### src/rtl/alarm_denetleyici_pkg.sv
// Shared state codes and default parameter values for the alarm controller.
package alarm_pkg;

    localparam logic [1:0] ISINMA = 2'd0;
    localparam logic [1:0] IZLE   = 2'd1;
    localparam logic [1:0] UYARI  = 2'd2;
    localparam logic [1:0] ALARM  = 2'd3;

    localparam int unsigned ORNEK_PERIYOT_VARSAYILAN = 4;
    localparam int unsigned ISINMA_SAYISI_VARSAYILAN = 4;
    localparam int unsigned ESIK_SAYISI_VARSAYILAN   = 3;
    localparam int unsigned SIREN_BOLEN_VARSAYILAN   = 2;

endpackage

### src/rtl/alarm_denetleyici_if.sv
// Panel/datapath-side signals of the alarm controller.
interface alarm_denetleyici_if;

    logic       alarm_cal;
    logic       onay;
    logic       ornek_al;
    logic       alarm_aktif;
    logic       siren;
    logic [1:0] durum;

    modport master (
        output alarm_cal, onay,
        input  ornek_al, alarm_aktif, siren, durum
    );

    modport slave (
        input  alarm_cal, onay,
        output ornek_al, alarm_aktif, siren, durum
    );

endinterface

### src/rtl/alarm_denetleyici_ornek_zamanlayici.sv
// Free-running period counter: registered sample strobe plus the evaluation-cycle flag that follows it.
module ornek_zamanlayici #(
    parameter int unsigned PERIYOT = 4
) (
    input  logic saat,
    input  logic reset,
    output logic ornek_al_o,
    output logic degerlendir_o
);

    localparam int unsigned SW = $clog2(PERIYOT + 1);

    logic [SW-1:0] sayac_q, sayac_d;
    logic          ornek_al_q;
    logic          degerlendir_q;

    always_comb begin
        sayac_d = (sayac_q == SW'(PERIYOT - 1)) ? '0 : sayac_q + SW'(1);
    end

    // Strobe is decoded from the next count so it lines up with the counter's last value.
    always_ff @(posedge saat) begin
        if (reset) begin
            sayac_q       <= '0;
            ornek_al_q    <= 1'b0;
            degerlendir_q <= 1'b0;
        end else begin
            sayac_q       <= sayac_d;
            ornek_al_q    <= (sayac_d == SW'(PERIYOT - 1));
            degerlendir_q <= ornek_al_q;
        end
    end

    assign ornek_al_o    = ornek_al_q;
    assign degerlendir_o = degerlendir_q;

endmodule

### src/rtl/alarm_denetleyici.sv
// Alarm sequencer: warm-up masking, consecutive-sample qualification, latched siren with operator ack.
// Optional silence-on-ack behaviour is enabled by defining ALARM_SESSIZ_EN.
module alarm_denetleyici
    import alarm_pkg::*;
#(
    parameter int unsigned ORNEK_PERIYOT = ORNEK_PERIYOT_VARSAYILAN,
    parameter int unsigned ISINMA_SAYISI = ISINMA_SAYISI_VARSAYILAN,
    parameter int unsigned ESIK_SAYISI   = ESIK_SAYISI_VARSAYILAN,
    parameter int unsigned SIREN_BOLEN   = SIREN_BOLEN_VARSAYILAN
) (
    input logic                saat,
    input logic                reset,
    alarm_denetleyici_if.slave bus
);

    localparam int unsigned AW = $clog2(ESIK_SAYISI + 1);
    localparam int unsigned IW = $clog2(ISINMA_SAYISI + 1);
    localparam int unsigned BW = $clog2(SIREN_BOLEN + 1);

    logic          ornek_al;
    logic          degerlendir;
    logic [1:0]    durum_q, durum_d;
    logic [AW-1:0] ardisik_q, ardisik_d;
    logic [IW-1:0] isinma_q, isinma_d;
    logic [BW-1:0] siren_say_q, siren_say_d;
    logic          son_alarm_q;
    logic          faz_q, faz_d;
    logic          siren_q, siren_d;
    logic          alarm_aktif_q, alarm_aktif_d;
    logic          sessiz_d;
    logic          alarm_deger_c;
    logic          cikis_c;
    logic          giris_c;
`ifdef ALARM_SESSIZ_EN
    logic          sessiz_q;
`endif

    ornek_zamanlayici #(.PERIYOT(ORNEK_PERIYOT)) u_zamanlayici (
        .saat         (saat),
        .reset        (reset),
        .ornek_al_o   (ornek_al),
        .degerlendir_o(degerlendir)
    );

    // Live flag on evaluation cycles, otherwise the last sampled one.
    assign alarm_deger_c = degerlendir ? bus.alarm_cal : son_alarm_q;
    assign cikis_c       = (durum_q == ALARM) && bus.onay && !alarm_deger_c;
    assign giris_c       = (durum_d == ALARM) && (durum_q != ALARM);

    // State register and datapath registers.
    always_ff @(posedge saat) begin
        if (reset) begin
            durum_q       <= ISINMA;
            ardisik_q     <= '0;
            isinma_q      <= '0;
            siren_say_q   <= '0;
            son_alarm_q   <= 1'b0;
            faz_q         <= 1'b0;
            siren_q       <= 1'b0;
            alarm_aktif_q <= 1'b0;
`ifdef ALARM_SESSIZ_EN
            sessiz_q      <= 1'b0;
`endif
        end else begin
            durum_q       <= durum_d;
            ardisik_q     <= ardisik_d;
            isinma_q      <= isinma_d;
            siren_say_q   <= siren_say_d;
            son_alarm_q   <= degerlendir ? bus.alarm_cal : son_alarm_q;
            faz_q         <= faz_d;
            siren_q       <= siren_d;
            alarm_aktif_q <= alarm_aktif_d;
`ifdef ALARM_SESSIZ_EN
            sessiz_q      <= sessiz_d;
`endif
        end
    end

    // Next-state and qualification counters.
    always_comb begin
        durum_d   = durum_q;
        ardisik_d = ardisik_q;
        isinma_d  = isinma_q;
        case (durum_q)
            ISINMA: begin
                if (degerlendir) begin
                    isinma_d = (isinma_q == IW'(ISINMA_SAYISI)) ? isinma_q : isinma_q + IW'(1);
                    if (isinma_q >= IW'(ISINMA_SAYISI - 1)) durum_d = IZLE;
                end
            end
            IZLE: begin
                if (degerlendir && bus.alarm_cal) begin
                    ardisik_d = AW'(1);
                    durum_d   = (ESIK_SAYISI == 1) ? ALARM : UYARI;
                end
            end
            UYARI: begin
                if (degerlendir) begin
                    if (bus.alarm_cal) begin
                        ardisik_d = (ardisik_q == AW'(ESIK_SAYISI)) ? ardisik_q : ardisik_q + AW'(1);
                        if (ardisik_q >= AW'(ESIK_SAYISI - 1)) durum_d = ALARM;
                    end else begin
                        ardisik_d = '0;
                        durum_d   = IZLE;
                    end
                end
            end
            default: begin
                if (cikis_c) begin
                    ardisik_d = '0;
                    durum_d   = IZLE;
                end
            end
        endcase
    end

    // Output register inputs: latched alarm, siren phase and silence.
    always_comb begin
        alarm_aktif_d = (durum_d == ALARM);
        faz_d         = faz_q;
        siren_say_d   = siren_say_q;
`ifdef ALARM_SESSIZ_EN
        sessiz_d      = sessiz_q;
`else
        sessiz_d      = 1'b0;
`endif
        if (giris_c) begin
            faz_d       = 1'b1;
            siren_say_d = '0;
            sessiz_d    = 1'b0;
        end else if (durum_d == ALARM) begin
            if (siren_say_q == BW'(SIREN_BOLEN - 1)) begin
                siren_say_d = '0;
                faz_d       = ~faz_q;
            end else begin
                siren_say_d = siren_say_q + BW'(1);
            end
`ifdef ALARM_SESSIZ_EN
            if (bus.onay && alarm_deger_c) sessiz_d = 1'b1;
`endif
        end else begin
            faz_d       = 1'b0;
            siren_say_d = '0;
            sessiz_d    = 1'b0;
        end
        siren_d = faz_d & ~sessiz_d;
    end

    assign bus.ornek_al    = ornek_al;
    assign bus.alarm_aktif = alarm_aktif_q;
    assign bus.siren       = siren_q;
    assign bus.durum       = durum_q;

endmodule

### src/flat_wrapper.sv
// flat-port wrapper written by rule: the top's interface ports become plain ports
module alarm_denetleyici_flat import alarm_pkg::*;
#(
    parameter int unsigned ORNEK_PERIYOT = ORNEK_PERIYOT_VARSAYILAN,
    parameter int unsigned ISINMA_SAYISI = ISINMA_SAYISI_VARSAYILAN,
    parameter int unsigned ESIK_SAYISI   = ESIK_SAYISI_VARSAYILAN,
    parameter int unsigned SIREN_BOLEN   = SIREN_BOLEN_VARSAYILAN
)
  (saat, reset, bus_alarm_cal, bus_onay, bus_ornek_al, bus_alarm_aktif, bus_siren, bus_durum);
  alarm_denetleyici_if bus_i ();
  input logic saat;
  input logic reset;
  input wire logic [$bits(bus_i.alarm_cal)-1:0] bus_alarm_cal;
  input wire logic [$bits(bus_i.onay)-1:0] bus_onay;
  output wire logic [$bits(bus_i.ornek_al)-1:0] bus_ornek_al;
  output wire logic [$bits(bus_i.alarm_aktif)-1:0] bus_alarm_aktif;
  output wire logic [$bits(bus_i.siren)-1:0] bus_siren;
  output wire logic [$bits(bus_i.durum)-1:0] bus_durum;
  assign bus_i.alarm_cal = bus_alarm_cal;
  assign bus_i.onay = bus_onay;
  assign bus_ornek_al = bus_i.ornek_al;
  assign bus_alarm_aktif = bus_i.alarm_aktif;
  assign bus_siren = bus_i.siren;
  assign bus_durum = bus_i.durum;
  alarm_denetleyici #(.ORNEK_PERIYOT(ORNEK_PERIYOT), .ISINMA_SAYISI(ISINMA_SAYISI), .ESIK_SAYISI(ESIK_SAYISI), .SIREN_BOLEN(SIREN_BOLEN)) u_core (.saat(saat), .reset(reset), .bus(bus_i));
endmodule
### config.mk
export PLATFORM = sky130hd
export DESIGN_NAME = alarm_denetleyici_flat
export DESIGN_NICKNAME = d
export VERILOG_FILES = /design/src/rtl/alarm_denetleyici_pkg.sv /design/src/rtl/alarm_denetleyici_if.sv /design/src/rtl/alarm_denetleyici_ornek_zamanlayici.sv /design/src/rtl/alarm_denetleyici.sv /design/src/flat_wrapper.sv
export SDC_FILE = /design/constraint.sdc
export NUM_CORES = 1
export LEC_CHECK = 0
export ABC_CLOCK_PERIOD_IN_PS = 3700
export CAP_MARGIN = 5
export CORE_ASPECT_RATIO = 0.6
export CORE_UTILIZATION = 38
export DETAILED_ROUTE_END_ITERATION = 16
export PLACE_DENSITY = 0.56
export SLEW_MARGIN = 10
export SYNTH_ARGS = -nofsm -noshare
export SYNTH_HDL_FRONTEND = slang
export SYNTH_SLANG_ARGS = --single-unit
### constraint.sdc
create_clock -name saat -period 3.7 [get_ports saat]
set_input_delay 0.74 -clock saat [delete_from_list [all_inputs] [get_ports saat]]
set_output_delay 0.74 -clock saat [all_outputs]
set_load 0.005 [all_outputs]
-- Yosys cells after proc, flatten, opt, wreduce, memory -nomap -nowiden
Cells that the tools add are included.
- register bits after elaboration: 17
- latch bits: 0
- bits in writable memories: 0
- ROM bits: 0
- input port bits: 4
- output and inout port bits: 5
- logic and storage cells: 63
- memories: 0
- add/sub/neg operators: 4
- multiply operators: 0
- div/mod/pow operators: 0
- order comparisons: 2
- equal/unequal tests: 14
- shift-type cells: 0
- multiplexer cells: 19
- bitwise logic cells: 4
- reduce and logical (&&, ||, !) cells: 10
- operators with widths (operator ; number):
    $mux W2 ; 12
    $pmux W2 S3 ; 2
    $eq A2 B2 Y1 const B ; 4
    $add A3 B1 Y3 const B ; 2
    $eq A3 B2 Y1 const B ; 2
    $ne A3 B3 Y1 const B ; 2
    $reduce_and A5 Y1 ; 1
    $add A2 B1 Y2 const B ; 2
    $eq A2 B1 Y1 const B ; 2
    $logic_and A1 B1 Y1 ; 4
    $mux W1 ; 4
    $ne A2 B2 Y1 const B ; 2
    $not A1 Y1 ; 4
    $reduce_or A4 Y1 ; 1
    $eq A3 B3 Y1 const B ; 1
    $ge A3 B2 Y1 const B ; 1
    $mux W3 ; 1
    $reduce_and A3 Y1 ; 1
    $reduce_bool A3 Y1 ; 1
    $ge A2 B2 Y1 const B ; 1
    $logic_not A2 Y1 ; 1
    $ne A2 B1 Y1 const B ; 1
    $logic_not A1 Y1 ; 1

-- Longest topological paths before layout
- depth after elaboration: 8
- mapped depth: 6
- depth with buffers taken out: 6

-- Cells and area by module
A second synthesis with hierarchy kept.
- cells, all modules: 97
- area, all modules: 903.4 um^2
- by module, submodules not included (module ; times used ; cells each ; area an instance (um^2) ; seq. area each (um^2)):
    alarm_denetleyici ; 1 ; 83 ; 719.4 ; 240.2
    ornek_zamanlayici ; 1 ; 14 ; 183.9 ; 100.1

-- Least setup slack after synthesis
OpenSTA, ideal clock, no wires.
- path type: input to register
- start: input port bus_alarm_cal
- end: register u_core.siren_say_q[0]
- setup time: 0.152 ns
- arrival time: 1.709 ns
- path slack: 1.839 ns
- stages on the path: 5
- path through: buf_4 a21bo_2 a21oi_1 nor4_1 nor4_1
- cells in the longest elaborated chain, start to end: 8
- elaborated cells between the ends (all ways): 13
- classes of those cells: 1 x eq/ne; 6 x mux; 1 x bitwise; 5 x reduce/logical
- RTL lines (item ; line ; source):
    start: declaration ; flat_wrapper.sv:13 ; input wire logic [$bits(bus_i.alarm_cal)-1:0] bus_alarm_cal;
    $mux W1 ; -- ;
    $logic_not A1 Y1 ; alarm_denetleyici.sv:47 ; assign cikis_c = (durum_q == ALARM) && bus.onay && !alarm_deger_c;
    $logic_and A1 B1 Y1 ; alarm_denetleyici.sv:47 ;
    $mux W2 ; alarm_denetleyici.sv:109 ; if (cikis_c) begin
    $pmux W2 S3 * ; alarm_denetleyici.sv:84 ; case (durum_q)
    $eq A2 B2 Y1 * ; alarm_denetleyici.sv:48, alarm_denetleyici.sv:131 ;
    $logic_and A1 B1 Y1 / $not A1 Y1 (equally long branches) ; -- ;
    $reduce_or A4 Y1 (no line) * ; -- ;
    end signal: assignment ; alarm_denetleyici.sv:68 ; siren_say_q <= siren_say_d;
    end: declaration ; alarm_denetleyici.sv:25 ; logic [BW-1:0] siren_say_q, siren_say_d;
Mark *: on every way between the ends. The rest lies on a longest branch, timed or not.
A chain may end at the register's enable or synchronous reset.

-- Worst setup path after layout
Same ends and word-level chain as after synthesis.

==> results.yml <==
cells_and_area:
  final_cells: 141
  fill_cells: 210
  layout-area-overhead-vs-synth_pct: 14.9
  antenna-diode-count: 0
  nets: 128
  drive_above_1_share: 0.0811
synth:
  synthMuxAreaShare: 0.0344
  synth.cell_area_um2: 946
  post_synth_num_cell_types: 35
  synth.net_count: 118
  async_reset_ff_frac: 0
  yosys.area.top_type_share: 0.360
  yosys.area_share.xor_xnor: 0.0185
  post_synth_and_or_nand_nor_area_fraction: 0.157
  synth_area_leaders: "sky130_fd_sc_hd__dfxtp_1, sky130_fd_sc_hd__ha_1, sky130_fd_sc_hd__inv_1"
  synth_seq_cells: 17
  synth_top_cell_by_area: "sky130_fd_sc_hd__dfxtp_1"
  synth-compound-area-share: 0.196
  synth_cells: 102
  synth_edf_count: 0
  synth_adder_area_share: 0.159
  postSynthAreaPerCell_um2: 9.27
  synth_top_family_by_area: "compound AO/OA/AOI/OAI gates"
  ys_warn_count: 0
  synthFlopType: "sky130_fd_sc_hd__dfxtp_1"
  synth_sequential_area_ratio: 0.360
global_route:
  grt_use_total: 0.158
  grt_pass1_wl_um: 3000
  gr-total-overflow: 0
  first_global_vias: 627
  grt_start_max_net_pins: 12
  grt_antenna_before_repair: 0
timing:
  setup-tns-final_ns: 0
  final_min_period_over_clock_period: 0.676
  hold_slack_ns: 0.467
  setup_viol: 0
  tightest_slew_ns: 0.958
  timing_hold_violations_final: 0
  max_freq_mhz: 400
  rel_slew_slack: 0.355
  skew_ns: 0.00317
  setup_repair_after_global_routing_missed_its_margin: "no"
  finalMaxSlewViolations: 0
  final_period_minus_worst_setup_slack_ns: 2.50
floorplan:
  core-area_um2: 2260
  floorplan.io_pins: 9
  initial_utilization: 0.418
  die_w_um: 66.4
  die_area_um2: 2700
  placement_row_count: 13
  dieHeight_um: 40.6
setup_path:
  worst_r2r_endpoint: "u_core.siren_say_q[0]"
  required_ns: 3.79
  worst_path_largest_cell_delay_ns: 0.79
  crit_path_frequent_cell: "sky130_fd_sc_hd__nor4_1"
  start_of_the_worst_register_to_register_path: "u_core.bus.durum[1]"
  r2r_setup_slack_ns: 1.47
  cp-startpoint: "bus_alarm_cal"
  cp_max_fo: 9
  startpoint_type: "primary input"
  worstPathCellList: "clkdlybuf4s50_1 -> a21bo_2 -> a21oi_1 -> nor4_1 -> nor4_1"
  worst_r2r_path_depth: 6
  worst_setup_path_end_kind: "register"
  critical_path.slowest_cell: "sky130_fd_sc_hd__nor4_1"
  worst-endpoint-arrival_ns: 2.60
  worst-setup-path-type: "in2reg"
hold_path:
  worstHoldPathCells: 1
  holdPathEnd: "u_core.u_zamanlayici.degerlendir_o"
  timing.hold.worst.class: "reg2reg"
  worst_hold_startpoint: "u_core.u_zamanlayici.ornek_al_o"
route:
  wl_um: 1780
  drcViolationCount: 0
  vias: 741
  routed_via_density: 5.26
  final_antenna_net_count: 0
  wl_per_cell_um: 12.6
  drt_first_pass_iters: 4
  drt_iter0_drc: 34
place:
  hpwl_um: 1320
  place.detailed.instances: 137
  finalWeightedCongestion: 0.792
  io_buffers: 8
clock_tree:
  clock_tree_from_tritoncts: "built"
  skew_pair_late_insertion_delay_ns: 0.25
  numCtsBuffers: 3
  cts_sinks: 17
  hold_buffers: 0
  cts-resized-gates: 0
  cts_max_path_buffers: 2
  ctsHtreeMaxLevel: 1
  postCtsSetupBuffers: 0
  clockRootBuffer: "sky130_fd_sc_hd__clkbuf_8"
  clk_pin_slew_worst_paths_ns: 0.07
pwr:
  p_leak_nw: 0.438
  power.total_mw: 0.363
  ir_drop_uv: 285
  p_per_area_nw_per_um2: 334
run_status:
  status: "finished clean"
job:
  drv_cap: 0
-- worst max path at each step --
stage                            endpoint  slack (ns)  depth (start not counted)
detailed placement  u_core.siren_say_q[0]        0.97                          5
CTS                 u_core.siren_say_q[0]        1.24                          5
global route        u_core.siren_say_q[0]        1.10                          5
global placement    u_core.siren_say_q[1]        1.10                          5
floorplan           u_core.siren_say_q[0]        1.84                          5
finish              u_core.siren_say_q[0]        1.20                          5
-- kinds of logic (layout without fill, tap and decap cells) --
kind of cell | Yosys count | count (layout)
flip-flops | 17 | 17
buffers and inverters | 16 | 25
XOR/XNOR | 2 | 2
AND/OR/NAND/NOR | 29 | 29
adder cells (fa/ha/maj) | 12 | 12
AO/OA/AOI/OAI | 24 | 24
multiplexers | 2 | 2
-- flip-flops by register name (all words and copies together) (netlist names) --
| register | flops |
|---|---|
| u_core.ardisik_q | 2 |
| u_core.bus.alarm_aktif | 1 |
| u_core.bus.durum | 2 |
| u_core.faz_q | 1 |
| u_core.isinma_q | 3 |
| u_core.siren_say_q | 2 |
| u_core.son_alarm_q | 1 |
| u_core.u_zamanlayici.degerlendir_o | 1 |
| u_core.u_zamanlayici.ornek_al_o | 1 |
| u_core.u_zamanlayici.sayac_q | 3 |
-- critical path: cells and delay by family --
| family | cells | cell delay, ns |
|---|---|---|
| simple gates | 2 | 0.92 |
| buf+inv | 1 | 0.68 |
| compound gates | 2 | 0.25 |
-- layer usage --
metal	wire [µm]	track usage	up-vias
met5	0	0	-
met4	14	0.0319	0
met3	100	0.0556	2
met2	687	0.232	21
met1	979	0.221	339
li1	-	-	379
-- Yosys cell counts, types with 3 or more instances --
| library cell | count |
|---|---|
| sky130_fd_sc_hd__nor4_1 | 3 |
| sky130_fd_sc_hd__nor2_1 | 9 |
| sky130_fd_sc_hd__inv_1 | 13 |
| sky130_fd_sc_hd__nand2_1 | 3 |
| sky130_fd_sc_hd__a21oi_1 | 5 |
| sky130_fd_sc_hd__dfxtp_1 | 17 |
| sky130_fd_sc_hd__ha_1 | 12 |
| sky130_fd_sc_hd__o21ai_0 | 3 |
| sky130_fd_sc_hd__nor3_1 | 3 |
-- per-stage QoR --
stage / cell area [µm²] / setup slack (ns) / utilization
floorplan: 946 / 1.84 / -
global placement: 1040 / 1.10 / 0.460
detailed placement: 1040 / 0.967 / 0.460
CTS: 1090 / 1.24 / 0.481
global route: 1090 / 1.10 / 0.481
finish: 1090 / 1.20 / 0.481
-- cells in the final DEF, fill, tap and decap left out, types with 2 or more instances in the layout --
cell type / n
sky130_fd_sc_hd__inv_1: 13
sky130_fd_sc_hd__clkdlybuf4s50_1: 8
sky130_fd_sc_hd__ha_1: 12
sky130_fd_sc_hd__and3_1: 2
sky130_fd_sc_hd__o21ai_0: 3
sky130_fd_sc_hd__dfxtp_1: 17
sky130_fd_sc_hd__nand3_1: 2
sky130_fd_sc_hd__a21o_1: 2
sky130_fd_sc_hd__xnor2_1: 2
sky130_fd_sc_hd__o211a_1: 2
sky130_fd_sc_hd__nor4_1: 3
sky130_fd_sc_hd__nand2_1: 3
sky130_fd_sc_hd__nor2_1: 9
sky130_fd_sc_hd__clkbuf_8: 3
sky130_fd_sc_hd__and2_1: 2
sky130_fd_sc_hd__nor3_1: 3
sky130_fd_sc_hd__a21oi_1: 5
sky130_fd_sc_hd__a31oi_1: 2
sky130_fd_sc_hd__a211oi_1: 2
-- layout make-up --
cell class,count,area (µm²),area share
inverters,13,48.8,0.0449
clock buffers,3,41.3,0.0380
well taps,30,37.5,0.0345
clock inverters,1,5.00,0.00460
repair buffers,8,80.1,0.0736
multi-input cells,69,534,0.491
flip-flops and latches,17,340,0.313
-- where the power goes --
part | internal (mW) | switching, mW | total, mW
sequential | 0.190 | 0.00613 | 0.196
combinational | 0.0161 | 0.0150 | 0.0311
clock | 0.0746 | 0.0612 | 0.136
total | 0.281 | 0.0824 | 0.363
Note: power is estimated with default switching activity, not from simulation.
